`src/rtl/img_mem_arbiter_pkg.sv`:
```
// Shared types for the BMP image RAM arbiter.
//   arb_state_t : load/commit sequencer states
//   rgb888_t    : one RGB888 pixel as stored in the image RAM
package img_mem_pkg;

  localparam int unsigned PIX_W   = 24;
  localparam int unsigned COORD_W = 10;

  typedef enum logic [1:0] {
    ST_IDLE   = 2'd0,
    ST_LOAD   = 2'd1,
    ST_COMMIT = 2'd2
  } arb_state_t;

  typedef struct packed {
    logic [7:0] r;
    logic [7:0] g;
    logic [7:0] b;
  } rgb888_t;

endpackage

```
`src/rtl/img_mem_arbiter_if.sv`:
```
// Loader write stream plus single-port RAM bus.
//   master : arbiter side (accepts loader pixels, drives the RAM)
//   slave  : environment side (loader source and RAM)
interface img_mem_arbiter_if
  import img_mem_pkg::*;
#(
  parameter int unsigned ADDR_W = 19
) ();

  logic              wr_valid;
  logic [PIX_W-1:0]  wr_data;
  logic              wr_ready;
  logic [ADDR_W-1:0] mem_addr;
  logic              mem_we;
  logic [PIX_W-1:0]  mem_wdata;
  logic [PIX_W-1:0]  mem_rdata;

  modport master (
    input  wr_valid, wr_data, mem_rdata,
    output wr_ready, mem_addr, mem_we, mem_wdata
  );

  modport slave (
    output wr_valid, wr_data, mem_rdata,
    input  wr_ready, mem_addr, mem_we, mem_wdata
  );

endinterface

```
`src/rtl/img_mem_arbiter_rd_pipe.sv`:
```
// Read-return alignment: delays {rd_en, DE} by MEM_LAT cycles to meet the
// RAM data, then registers RGB and DE together.
//   clk, rst_n : clock, async active-low reset
//   rd_en, de  : display read strobe and raw DE for the current pixel
//   rdata      : RAM read data (valid MEM_LAT cycles after its address)
//   rgb, de_out: registered pixel (black when no read was issued) and DE
module img_rd_pipe
  import img_mem_pkg::*;
#(
  parameter int unsigned MEM_LAT = 1
) (
  input  logic    clk,
  input  logic    rst_n,
  input  logic    rd_en,
  input  logic    de,
  input  rgb888_t rdata,
  output rgb888_t rgb,
  output logic    de_out
);

  logic [MEM_LAT-1:0] rd_sr;
  logic [MEM_LAT-1:0] de_sr;

  // Shift in at bit 0; the cast drops the oldest bit and also covers MEM_LAT=1.
  always_ff @(posedge clk or negedge rst_n) begin
    if (!rst_n) begin
      rd_sr  <= '0;
      de_sr  <= '0;
      rgb    <= '0;
      de_out <= 1'b0;
    end else begin
      rd_sr  <= MEM_LAT'({rd_sr, rd_en});
      de_sr  <= MEM_LAT'({de_sr, de});
      rgb    <= rd_sr[MEM_LAT-1] ? rdata : '0;
      de_out <= de_sr[MEM_LAT-1];
    end
  end

endmodule

```
`src/rtl/img_mem_arbiter.sv`:
```
// Single-port image RAM controller for the VGA pixel path.
// Display reads have strict priority over the loader write stream; a newly
// loaded image is committed for display only at a frame start.
//   clk, rst_n        : pixel clock, async active-low reset
//   DE, x, y          : VGA timing (display enable, column, row)
//   frame_start       : 1-cycle pulse at the first cycle of a frame
//   load_start        : 1-cycle pulse starting a new image load
//   bus (master)      : loader stream (wr_valid/wr_data/wr_ready) and RAM bus
//   r/g/b_port, de_out: pixel output, MEM_LAT+1 cycles after x/y/DE
//   busy              : sequencer not idle
//   img_valid         : a complete image is committed for display
module img_mem_arbiter
  import img_mem_pkg::*;
#(
  parameter int unsigned H_SIZE          = 640,
  parameter int unsigned V_SIZE          = 480,
  parameter int unsigned MEM_LAT         = 1,
  parameter int unsigned SHOW_WHILE_LOAD = 1
) (
  input  logic               clk,
  input  logic               rst_n,
  input  logic               DE,
  input  logic [COORD_W-1:0] x,
  input  logic [COORD_W-1:0] y,
  input  logic               frame_start,
  input  logic               load_start,
  img_mem_arbiter_if.master  bus,
  output logic [7:0]         r_port,
  output logic [7:0]         g_port,
  output logic [7:0]         b_port,
  output logic               de_out,
  output logic               busy,
  output logic               img_valid
);

  localparam int unsigned NPIX   = H_SIZE * V_SIZE;
  localparam int unsigned ADDR_W = $clog2(NPIX);
  localparam int unsigned CALC_W = ADDR_W + COORD_W + 1;
  localparam logic [COORD_W:0] H_LIM = (COORD_W+1)'(H_SIZE);
  localparam logic [COORD_W:0] V_LIM = (COORD_W+1)'(V_SIZE);
  localparam logic [ADDR_W-1:0] LAST_ADDR = ADDR_W'(NPIX - 1);

  arb_state_t        state;
  logic [ADDR_W-1:0] wr_addr;
  logic              disp_slot;
  logic              rd_en;
  logic              wr_fire;
  logic [CALC_W-1:0] rd_addr_full;
  rgb888_t           rdata;
  rgb888_t           rgb;

  // Display window and raster read address.
  assign disp_slot    = DE && ({1'b0, x} < H_LIM) && ({1'b0, y} < V_LIM);
  assign rd_en        = disp_slot && img_valid;
  assign rd_addr_full = CALC_W'(y) * CALC_W'(H_SIZE) + CALC_W'(x);

  // Display always wins the RAM; the loader only gets free slots in ST_LOAD.
  assign bus.wr_ready  = (state == ST_LOAD) && !rd_en;
  assign wr_fire       = bus.wr_valid && bus.wr_ready;
  assign bus.mem_we    = wr_fire;
  assign bus.mem_wdata = bus.wr_data;
  assign bus.mem_addr  = rd_en ? ADDR_W'(rd_addr_full) : wr_addr;

  assign busy = (state != ST_IDLE);

  // Load sequencer: idle -> load (raster writes) -> wait for frame start -> idle.
  always_ff @(posedge clk or negedge rst_n) begin
    if (!rst_n) begin
      state     <= ST_IDLE;
      wr_addr   <= '0;
      img_valid <= 1'b0;
    end else begin
      case (state)
        ST_IDLE: begin
          if (load_start) begin
            state   <= ST_LOAD;
            wr_addr <= '0;
            if (SHOW_WHILE_LOAD == 0) img_valid <= 1'b0;
          end
        end
        ST_LOAD: begin
          if (wr_fire) begin
            if (wr_addr == LAST_ADDR) begin
              state   <= ST_COMMIT;
              wr_addr <= '0;
            end else begin
              wr_addr <= wr_addr + ADDR_W'(1);
            end
          end
        end
        ST_COMMIT: begin
          if (frame_start) begin
            state     <= ST_IDLE;
            img_valid <= 1'b1;
          end
        end
        default: state <= ST_IDLE;
      endcase
    end
  end

  assign rdata = rgb888_t'(bus.mem_rdata);

  img_rd_pipe #(.MEM_LAT(MEM_LAT)) u_rd_pipe (
    .clk    (clk),
    .rst_n  (rst_n),
    .rd_en  (rd_en),
    .de     (DE),
    .rdata  (rdata),
    .rgb    (rgb),
    .de_out (de_out)
  );

  assign r_port = rgb.r;
  assign g_port = rgb.g;
  assign b_port = rgb.b;

endmodule
```
`src/flat_wrapper.sv`:
```
// flat-port wrapper written by rule: the top's interface ports become plain ports
module img_mem_arbiter_flat import img_mem_pkg::*;
#(
  parameter int unsigned H_SIZE          = 640,
  parameter int unsigned V_SIZE          = 480,
  parameter int unsigned MEM_LAT         = 1,
  parameter int unsigned SHOW_WHILE_LOAD = 1
)
  (clk, rst_n, DE, x, y, frame_start, load_start, r_port, g_port, b_port, de_out, busy, img_valid, bus_wr_valid, bus_wr_data, bus_mem_rdata, bus_wr_ready, bus_mem_addr, bus_mem_we, bus_mem_wdata);
  img_mem_arbiter_if bus_i ();
  input  logic clk;
  input  logic rst_n;
  input  logic DE;
  input  logic [COORD_W-1:0] x;
  input  logic [COORD_W-1:0] y;
  input  logic frame_start;
  input  logic load_start;
  output logic [7:0] r_port;
  output logic [7:0] g_port;
  output logic [7:0] b_port;
  output logic de_out;
  output logic busy;
  output logic img_valid;
  input wire logic [$bits(bus_i.wr_valid)-1:0] bus_wr_valid;
  input wire logic [$bits(bus_i.wr_data)-1:0] bus_wr_data;
  input wire logic [$bits(bus_i.mem_rdata)-1:0] bus_mem_rdata;
  output wire logic [$bits(bus_i.wr_ready)-1:0] bus_wr_ready;
  output wire logic [$bits(bus_i.mem_addr)-1:0] bus_mem_addr;
  output wire logic [$bits(bus_i.mem_we)-1:0] bus_mem_we;
  output wire logic [$bits(bus_i.mem_wdata)-1:0] bus_mem_wdata;
  assign bus_i.wr_valid = bus_wr_valid;
  assign bus_i.wr_data = bus_wr_data;
  assign bus_i.mem_rdata = bus_mem_rdata;
  assign bus_wr_ready = bus_i.wr_ready;
  assign bus_mem_addr = bus_i.mem_addr;
  assign bus_mem_we = bus_i.mem_we;
  assign bus_mem_wdata = bus_i.mem_wdata;
  img_mem_arbiter #(.H_SIZE(H_SIZE), .V_SIZE(V_SIZE), .MEM_LAT(MEM_LAT), .SHOW_WHILE_LOAD(SHOW_WHILE_LOAD)) u_core (.clk(clk), .rst_n(rst_n), .DE(DE), .x(x), .y(y), .frame_start(frame_start), .load_start(load_start), .bus(bus_i), .r_port(r_port), .g_port(g_port), .b_port(b_port), .de_out(de_out), .busy(busy), .img_valid(img_valid));
endmodule
```
`config.mk`:
```
export PLATFORM = sky130hd
export DESIGN_NAME = img_mem_arbiter_flat
export DESIGN_NICKNAME = d
export VERILOG_FILES = /design/src/rtl/img_mem_arbiter_pkg.sv /design/src/rtl/img_mem_arbiter_if.sv /design/src/rtl/img_mem_arbiter_rd_pipe.sv /design/src/rtl/img_mem_arbiter.sv /design/src/flat_wrapper.sv
export SDC_FILE = /design/constraint.sdc
export NUM_CORES = 1
export LEC_CHECK = 0
export CAP_MARGIN = 15
export CORE_MARGIN = 4
export CORE_UTILIZATION = 44
export CTS_BUF_LIST = sky130_fd_sc_hd__clkbuf_8
export CTS_CLUSTER_DIAMETER = 80
export DETAILED_ROUTE_END_ITERATION = 6
export PLACE_DENSITY_LB_ADDON = 0.12
export SLEW_MARGIN = 20
export SYNTH_ARGS = -nofsm -noshare
export SYNTH_HDL_FRONTEND = slang
export SYNTH_SLANG_ARGS = --single-unit
```
`constraint.sdc`:
```
create_clock -name clk -period 10.9 [get_ports clk]
set_input_delay 3.27 -clock clk [delete_from_list [all_inputs] [get_ports clk]]
set_output_delay 3.27 -clock clk [all_outputs]
set_load 0.05 [all_outputs]
```
==> flow_metrics.tcl, run 1 <==
set metrics [dict create \
    pwr-share-comb_pct 38.5 \
    grt_pass1_vias 2672 \
    cp.buffers_inverters 2 \
    fin_crit_ns 10.09 \
    grt-ovfl-total 0 \
    synth-main-ff-cell "dfrtp_1" \
    peakVddDrop_v 0.00006942 \
    status "finished clean" \
    drv_slew 0 \
    vias 2771 \
    layout.cells.non_filler 523 \
    synth_seq_area_share_pct 38.31 \
    power_mw 0.5617 \
    power.share.clock_pct 24.4 \
    ant_nets 0 \
    crit_arrival_ns 6.82 \
    cts.htree.levels 2 \
    p_sw_mw 0.2086 \
    fp.dieW_um 93.29 \
    max-cap-violations 0 \
    utilization_pct 60.18 \
    rows 30 \
    start_kind "input port" \
    hold_path_class "reg -> reg" \
    area_growth_pct 30.57 \
    min_period_over_period_pct 92.53 \
    required_ns 7.63 \
    final_cell_mix "96 x clkdlybuf4s50_1, 54 x nand2_1, 49 x dfrtp_1" \
    synth_cell_types 57 \
    port_buffers 97 \
    layout.nets 522 \
    setup_violations 0 \
    p_int_mw 0.3531 \
    clock.fmax_mhz 99.15 \
    placed_cell_area_sq_um 4056 \
    wl_per_cell_um 14.72 \
    grt_setup_unrepaired "no" \
    cp_slowest_stage_delay_ns 0.84 \
    p_sw_share_pct 37.14 \
    holdBufCountCts 0 \
    syn_avg_cell_area_sq_um 8.990 \
    ctsResizeCount 0 \
    dp_hpwl_mm 5.837 \
    skew_ns 0.004082 \
    cp_slowest_cell "clkdlybuf4s50_1" \
    worstSetupPathType "in -> out" \
    fin_ws_ns 0.8145 \
    synth.net_count 452 \
    place_congestion 0.7999 \
    die-area_sq_um 8702 \
    insertion_delay_ns 0.30 \
    p_leak_nw 1.822 \
    final_hold_viol_count 0 \
    firstDrtPassIters 4 \
    io_pins 146 \
    grt_max_degree 50 \
    power.density_nw_per_um2 134.4 \
    synth_edf_count 0 \
    antenna_found_initial 0 \
    crit_family "buffers and inverters" \
    drive_gt1_share_pct 6.323 \
    finalInstanceArea_sq_um 4179 \
    drtIter0Drc 185 \
    vias_per_cell 5.298 \
    path_clk_slew_ns 0.09 \
    placedCellCount 515 \
    synthArstFlopShare_pct 100.0 \
    post-cts-setup-buffer-count 0 \
    antennaDiodeCount 0 \
    power.share.sequential_pct 37.1 \
    drcViolationCount 0 \
    clkSinkCount 49 \
    hold_slack_ns 0.3601 \
    worstMarginPinSlew_ns 0.7693 \
    coreArea_sq_um 6944 \
    finalSetupTns_ns 0 \
    final_common_cell "clkdlybuf4s50_1" \
    cts_buffer_depth 2 \
    netlist_area_sq_um 3201 \
    r2r-start "u_core.wr_addr[0]$_DFFE_PN0P_" \
    place_ws_ns 0.8338 \
    cts_root_buffer "clkbuf_8" \
    cts_made_buffers 5 \
    die_h_um 93.29 \
    path_max_fanout 4 \
    syn_inst 356 \
    end_kind "primary output" \
    totalWireLength_mm 7.699 \
    ys_seq_elements 49 \
    slew-limit-headroom_pct 48.68 \
    yosysWarnings 0 \
    crit_chain "clkdlybuf4s50_1, ha_1, ha_1, fa_1, and3_2, o21ai_1, and2_1, nand4_2, o31a_1, o31ai_2, clkdlybuf4s50_1" \
    grtUsageTotal_pct 17.73 \
    cts_tree "done" \
    initial_core_util_pct 46.09 \
    startpoint "y[1]" \
    grt_pass1_wl_mm 12.62 \
    min_from "u_core.u_rd_pipe.de_sr$_DFF_PN0_" \
]
[routing by layer]
layer / track usage, % / part of all wire [%] / up-vias
li1: - / - / 1362
met1: 24.37 / 45 / 1297
met2: 29.48 / 46 / 102
met3: 3.298 / 8.8 / 10
met4: 3.053 / 0.47 / 0
met5: 0 / 0 / -
[cell usage after synthesis (2+ instances only)]
master	n	share of area (%)
o21a_1	2	0.47
dfrtp_1	49	38
xnor2_1	2	0.55
buf_6	2	0.70
a21o_1	7	1.6
o21ai_1	6	0.94
ha_1	20	7.8
clkbuf_1	8	0.94
a31oi_1	3	0.59
buf_4	24	5.6
nand3_1	8	1.3
and3_1	3	0.59
a21oi_1	10	1.6
nor3_1	4	0.63
o31ai_2	2	0.78
fa_1	2	1.3
o21ai_0	34	5.3
xor2_1	6	1.6
nor2_1	20	2.3
nor2b_1	3	0.59
o31ai_1	8	1.9
nand2_1	54	6.3
or3_2	2	0.47
o2111ai_1	2	0.55
and2_1	28	5.5
inv_1	10	1.2
nand4_1	5	0.98
nor3b_1	2	0.47
nor2_2	2	0.39
[state kept, by name, indices dropped and copies added (netlist names)]
name	count
u_core.u_rd_pipe.de_sr	1
u_core.state	2
u_core.u_rd_pipe.rd_sr	1
u_core.img_valid	1
u_core.wr_addr	19
u_core.u_rd_pipe.de_out	1
u_core.u_rd_pipe.rgb	24
[worst paths after layout]
kind | slack (ns) | cells past startpoint | endpoint
max reg2reg | 8.43 | 6 | u_core.wr_addr[3]$_DFFE_PN0P_
max | 0.81 | 11 | bus_mem_addr[18]
max in group asynchronous | 7.51 | 1 | u_core.wr_addr[5]$_DFFE_PN0P_
min reg2reg | 0.36 | 0 | u_core.u_rd_pipe.de_out$_DFF_PN0_
min | 0.36 | 0 | u_core.u_rd_pipe.de_out$_DFF_PN0_
min in group asynchronous | 2.97 | 1 | u_core.u_rd_pipe.rgb[12]$_DFF_PN0_
[worst reg2reg max path, delay by kind of cell, from the launching register on]
family	cells	cell delay, ns
simple gates	3	0.93
compound gates	2	0.78
flops	1	0.43
fa+ha+maj	1	0.21
[cells by family after synthesis]
family	Yosys count	share of synthesized area [%]
and+or+nand+nor	147	24.16
AOI/OAI and AO/OA	84	17.36
DFF	49	38.31
buffers and inverters	45	8.600
adders and majority gates	22	9.070
xor gates and xnor gates	8	2.189
muxes	1	0.3128
[final cells by class]
cell class | count | area [sq um]
Timing Repair Buffer | 98 | 975.9
Multi-Input combinational cell | 262 | 1699
Sequential cell | 49 | 1226
Inverter | 10 | 37.54
Clock inverter | 2 | 37.54
Tap cell | 96 | 120.1
Clock buffer | 6 | 82.58
Fill cell | 613 | 2765
[power groups by stage]
stage / Clock, mW / Combinational [mW] / Sequential (mW)
final: 0.137 / 0.216 / 0.209
after global routing: 0.148 / 0.236 / 0.212
after CTS: 0.141 / 0.217 / 0.209
after detailed placement: 0 / 0.216 / 0.212
after global placement: 0 / 0.214 / 0.212
after floorplan: 0 / 0.163 / 0.218
(Power assumes the default switching activity.)
==> run 2: changes to the inputs <==
--- a/config.mk
+++ b/config.mk
@@ -5,6 +5,7 @@
 export SDC_FILE = /design/constraint.sdc
 export NUM_CORES = 1
 export LEC_CHECK = 0
+export ABC_CLOCK_PERIOD_IN_PS = 10900
 export CAP_MARGIN = 15
 export CORE_MARGIN = 4
 export CORE_UTILIZATION = 44
==> results of run 2 <==
Final layout, timing and power as in run 1 (identical DEF).
==> run 3: changes to the inputs <==
--- a/config.mk
+++ b/config.mk
@@ -7,11 +7,14 @@
 export LEC_CHECK = 0
 export ABC_CLOCK_PERIOD_IN_PS = 10900
 export CAP_MARGIN = 15
+export CELL_PAD_IN_SITES_DETAIL_PLACEMENT = 1
+export CELL_PAD_IN_SITES_GLOBAL_PLACEMENT = 1
 export CORE_MARGIN = 4
-export CORE_UTILIZATION = 44
+export CORE_UTILIZATION = 33
 export CTS_BUF_LIST = sky130_fd_sc_hd__clkbuf_8
 export CTS_CLUSTER_DIAMETER = 80
 export DETAILED_ROUTE_END_ITERATION = 6
+export GPL_ROUTABILITY_DRIVEN = 0
 export PLACE_DENSITY_LB_ADDON = 0.12
 export SLEW_MARGIN = 20
 export SYNTH_ARGS = -nofsm -noshare
==> constraint.sdc (replaced) <==
create_clock -name clk -period 10.9 [get_ports clk]
set_input_delay 1.09 -clock clk [delete_from_list [all_inputs] [get_ports clk]]
set_output_delay 1.09 -clock clk [all_outputs]
set_load 0.05 [all_outputs]
==> flow_metrics.tcl, run 3 (same netlist as run 1, synthesis figures left out) <==
set metrics [dict create \
    grt_max_degree 50 \
    clkSinkCount 49 \
    min_period_over_period_pct 52.35 \
    final_common_cell "clkdlybuf4s50_1" \
    die_h_um 106.5 \
    vias 2812 \
    end_kind "primary output" \
    power.density_nw_per_um2 130.4 \
    cts_buffer_depth 2 \
    drive_gt1_share_pct 6.323 \
    cts_tree "done" \
    ctsResizeCount 0 \
    max-cap-violations 0 \
    antenna_found_initial 0 \
    start_kind "input port" \
    fp.dieW_um 106.5 \
    cts.htree.levels 2 \
    peakVddDrop_v 0.00006046 \
    die-area_sq_um 11340 \
    io_pins 146 \
    grt-ovfl-total 0 \
    largest_reg_flops 24 \
    finalSetupTns_ns 0 \
    ant_nets 0 \
    status "finished clean" \
    dp_hpwl_mm 7.154 \
    largest-register "u_core.u_rd_pipe.rgb" \
    wl_per_cell_um 16.54 \
    area_growth_pct 31.08 \
    path_clk_slew_ns 0.10 \
    worstSetupPathType "in -> out" \
    power_mw 0.5470 \
    vias_per_cell 5.058 \
    insertion_delay_ns 0.30 \
    fin_crit_ns 5.706 \
    grt_pass1_vias 2996 \
    hold_path_class "reg -> reg" \
    setup_violations 0 \
    path_max_fanout 3 \
    seq_area_sq_um 1226 \
    drcViolationCount 0 \
    required_ns 9.81 \
    clock.fmax_mhz 175.2 \
    slew-limit-headroom_pct 46.20 \
    layout.nets 522 \
    cts_root_buffer "clkbuf_8" \
    grt_pass1_wl_mm 15.31 \
    post-cts-setup-buffer-count 0 \
    crit_arrival_ns 4.62 \
    firstDrtPassIters 4 \
    placedCellCount 548 \
    totalWireLength_mm 9.197 \
    cts_made_buffers 5 \
    final_cell_mix "96 x clkdlybuf4s50_1, 54 x nand2_1, 49 x dfrtp_1" \
    drtIter0Drc 71 \
    final_hold_viol_count 0 \
    largestRegisters "u_core.u_rd_pipe.rgb x24, u_core.wr_addr x19, u_core.state x2" \
    layout.cells.non_filler 556 \
    skew_ns 0.009645 \
    rows 35 \
    holdBufCountCts 0 \
    hold_slack_ns 0.3694 \
    drv_slew 0 \
    fillers 1095 \
    p_leak_nw 1.807 \
    worstMarginPinSlew_ns 0.8064 \
    port_buffers 97 \
    coreArea_sq_um 9328 \
    antennaDiodeCount 0 \
    grt_setup_unrepaired "no" \
    initial_core_util_pct 34.31 \
    grtUsageTotal_pct 16.56 \
    multi_input_area_sq_um 1699 \
]
-- run 3: cell count changes in the layout (fill, tap and decap cells not counted) --
cell | previous run | this run
inv_8 | 0 | 1
clkinvlp_4 | 1 | 2
bufinv_16 | 1 | 0
clkbuf_8 | 6 | 5
-- run 3: path summary, 6_finish.rpt --
check	cells past startpoint	startpoint	slack, ns	to
hold / removal	0	u_core.u_rd_pipe.de_sr$_DFF_PN0_	0.37	u_core.u_rd_pipe.de_out$_DFF_PN0_
max in group asynchronous	1	rst_n	9.67	u_core.u_rd_pipe.rgb[4]$_DFF_PN0_
hold reg to reg	0	u_core.u_rd_pipe.de_sr$_DFF_PN0_	0.37	u_core.u_rd_pipe.de_out$_DFF_PN0_
setup reg to reg	6	u_core.wr_addr[0]$_DFFE_PN0P_	8.35	u_core.wr_addr[3]$_DFFE_PN0P_
min in group asynchronous	1	rst_n	0.80	u_core.u_rd_pipe.rgb[19]$_DFF_PN0_
setup / recovery	11	y[1]	5.19	bus_mem_addr[18]
-- run 3: report_power, final --
part / total, mW / internal (mW) / switching [mW]
Sequential: 0.210 / 0.195 / 0.0155
Combinational: 0.222 / 0.0839 / 0.138
Clock: 0.115 / 0.0468 / 0.0682
-- run 3: per-layer routing --
layer	vias up	part of all wire, %	GRT usage [%]	wire length, um
li1	1356	-	-	-
met1	1363	46	21.60	4264
met2	81	46	28.14	4265
met3	12	6.3	3.947	579
met4	0	0.96	3.196	88
met5	-	0	0	0
-- run 3: per-stage QoR --
step,area (sq um),setup slack (ns),util (%)
floorplan,3201,5.770,-
global placement,4098,5.214,43.93
detailed placement,4100,5.184,43.96
CTS,4195,5.159,44.98
global route,4195,4.994,44.98
finish,4195,5.194,44.98
-- run 3: cell type report --
| cell class | count | area share [%] |
|---|---|---|
| Inverter | 10 | 0.8947 |
| Sequential cell | 49 | 29.23 |
| Clock buffer | 5 | 1.640 |
| Timing Repair Buffer | 98 | 23.26 |
| Multi-Input combinational cell | 262 | 40.50 |
| Tap cell | 129 | 3.847 |
| Clock inverter | 3 | 0.6263 |
-- run 3: critical path, cell delays in order --
cell and delay (ns):
clkdlybuf4s50_1 0.45, ha_1 0.32, ha_1 0.24, fa_1 0.40
and3_2 0.23, or3_2 0.42, and2_1 0.20, nand4_2 0.13
nor4_1 0.07, o31ai_2 0.22, clkdlybuf4s50_1 0.84
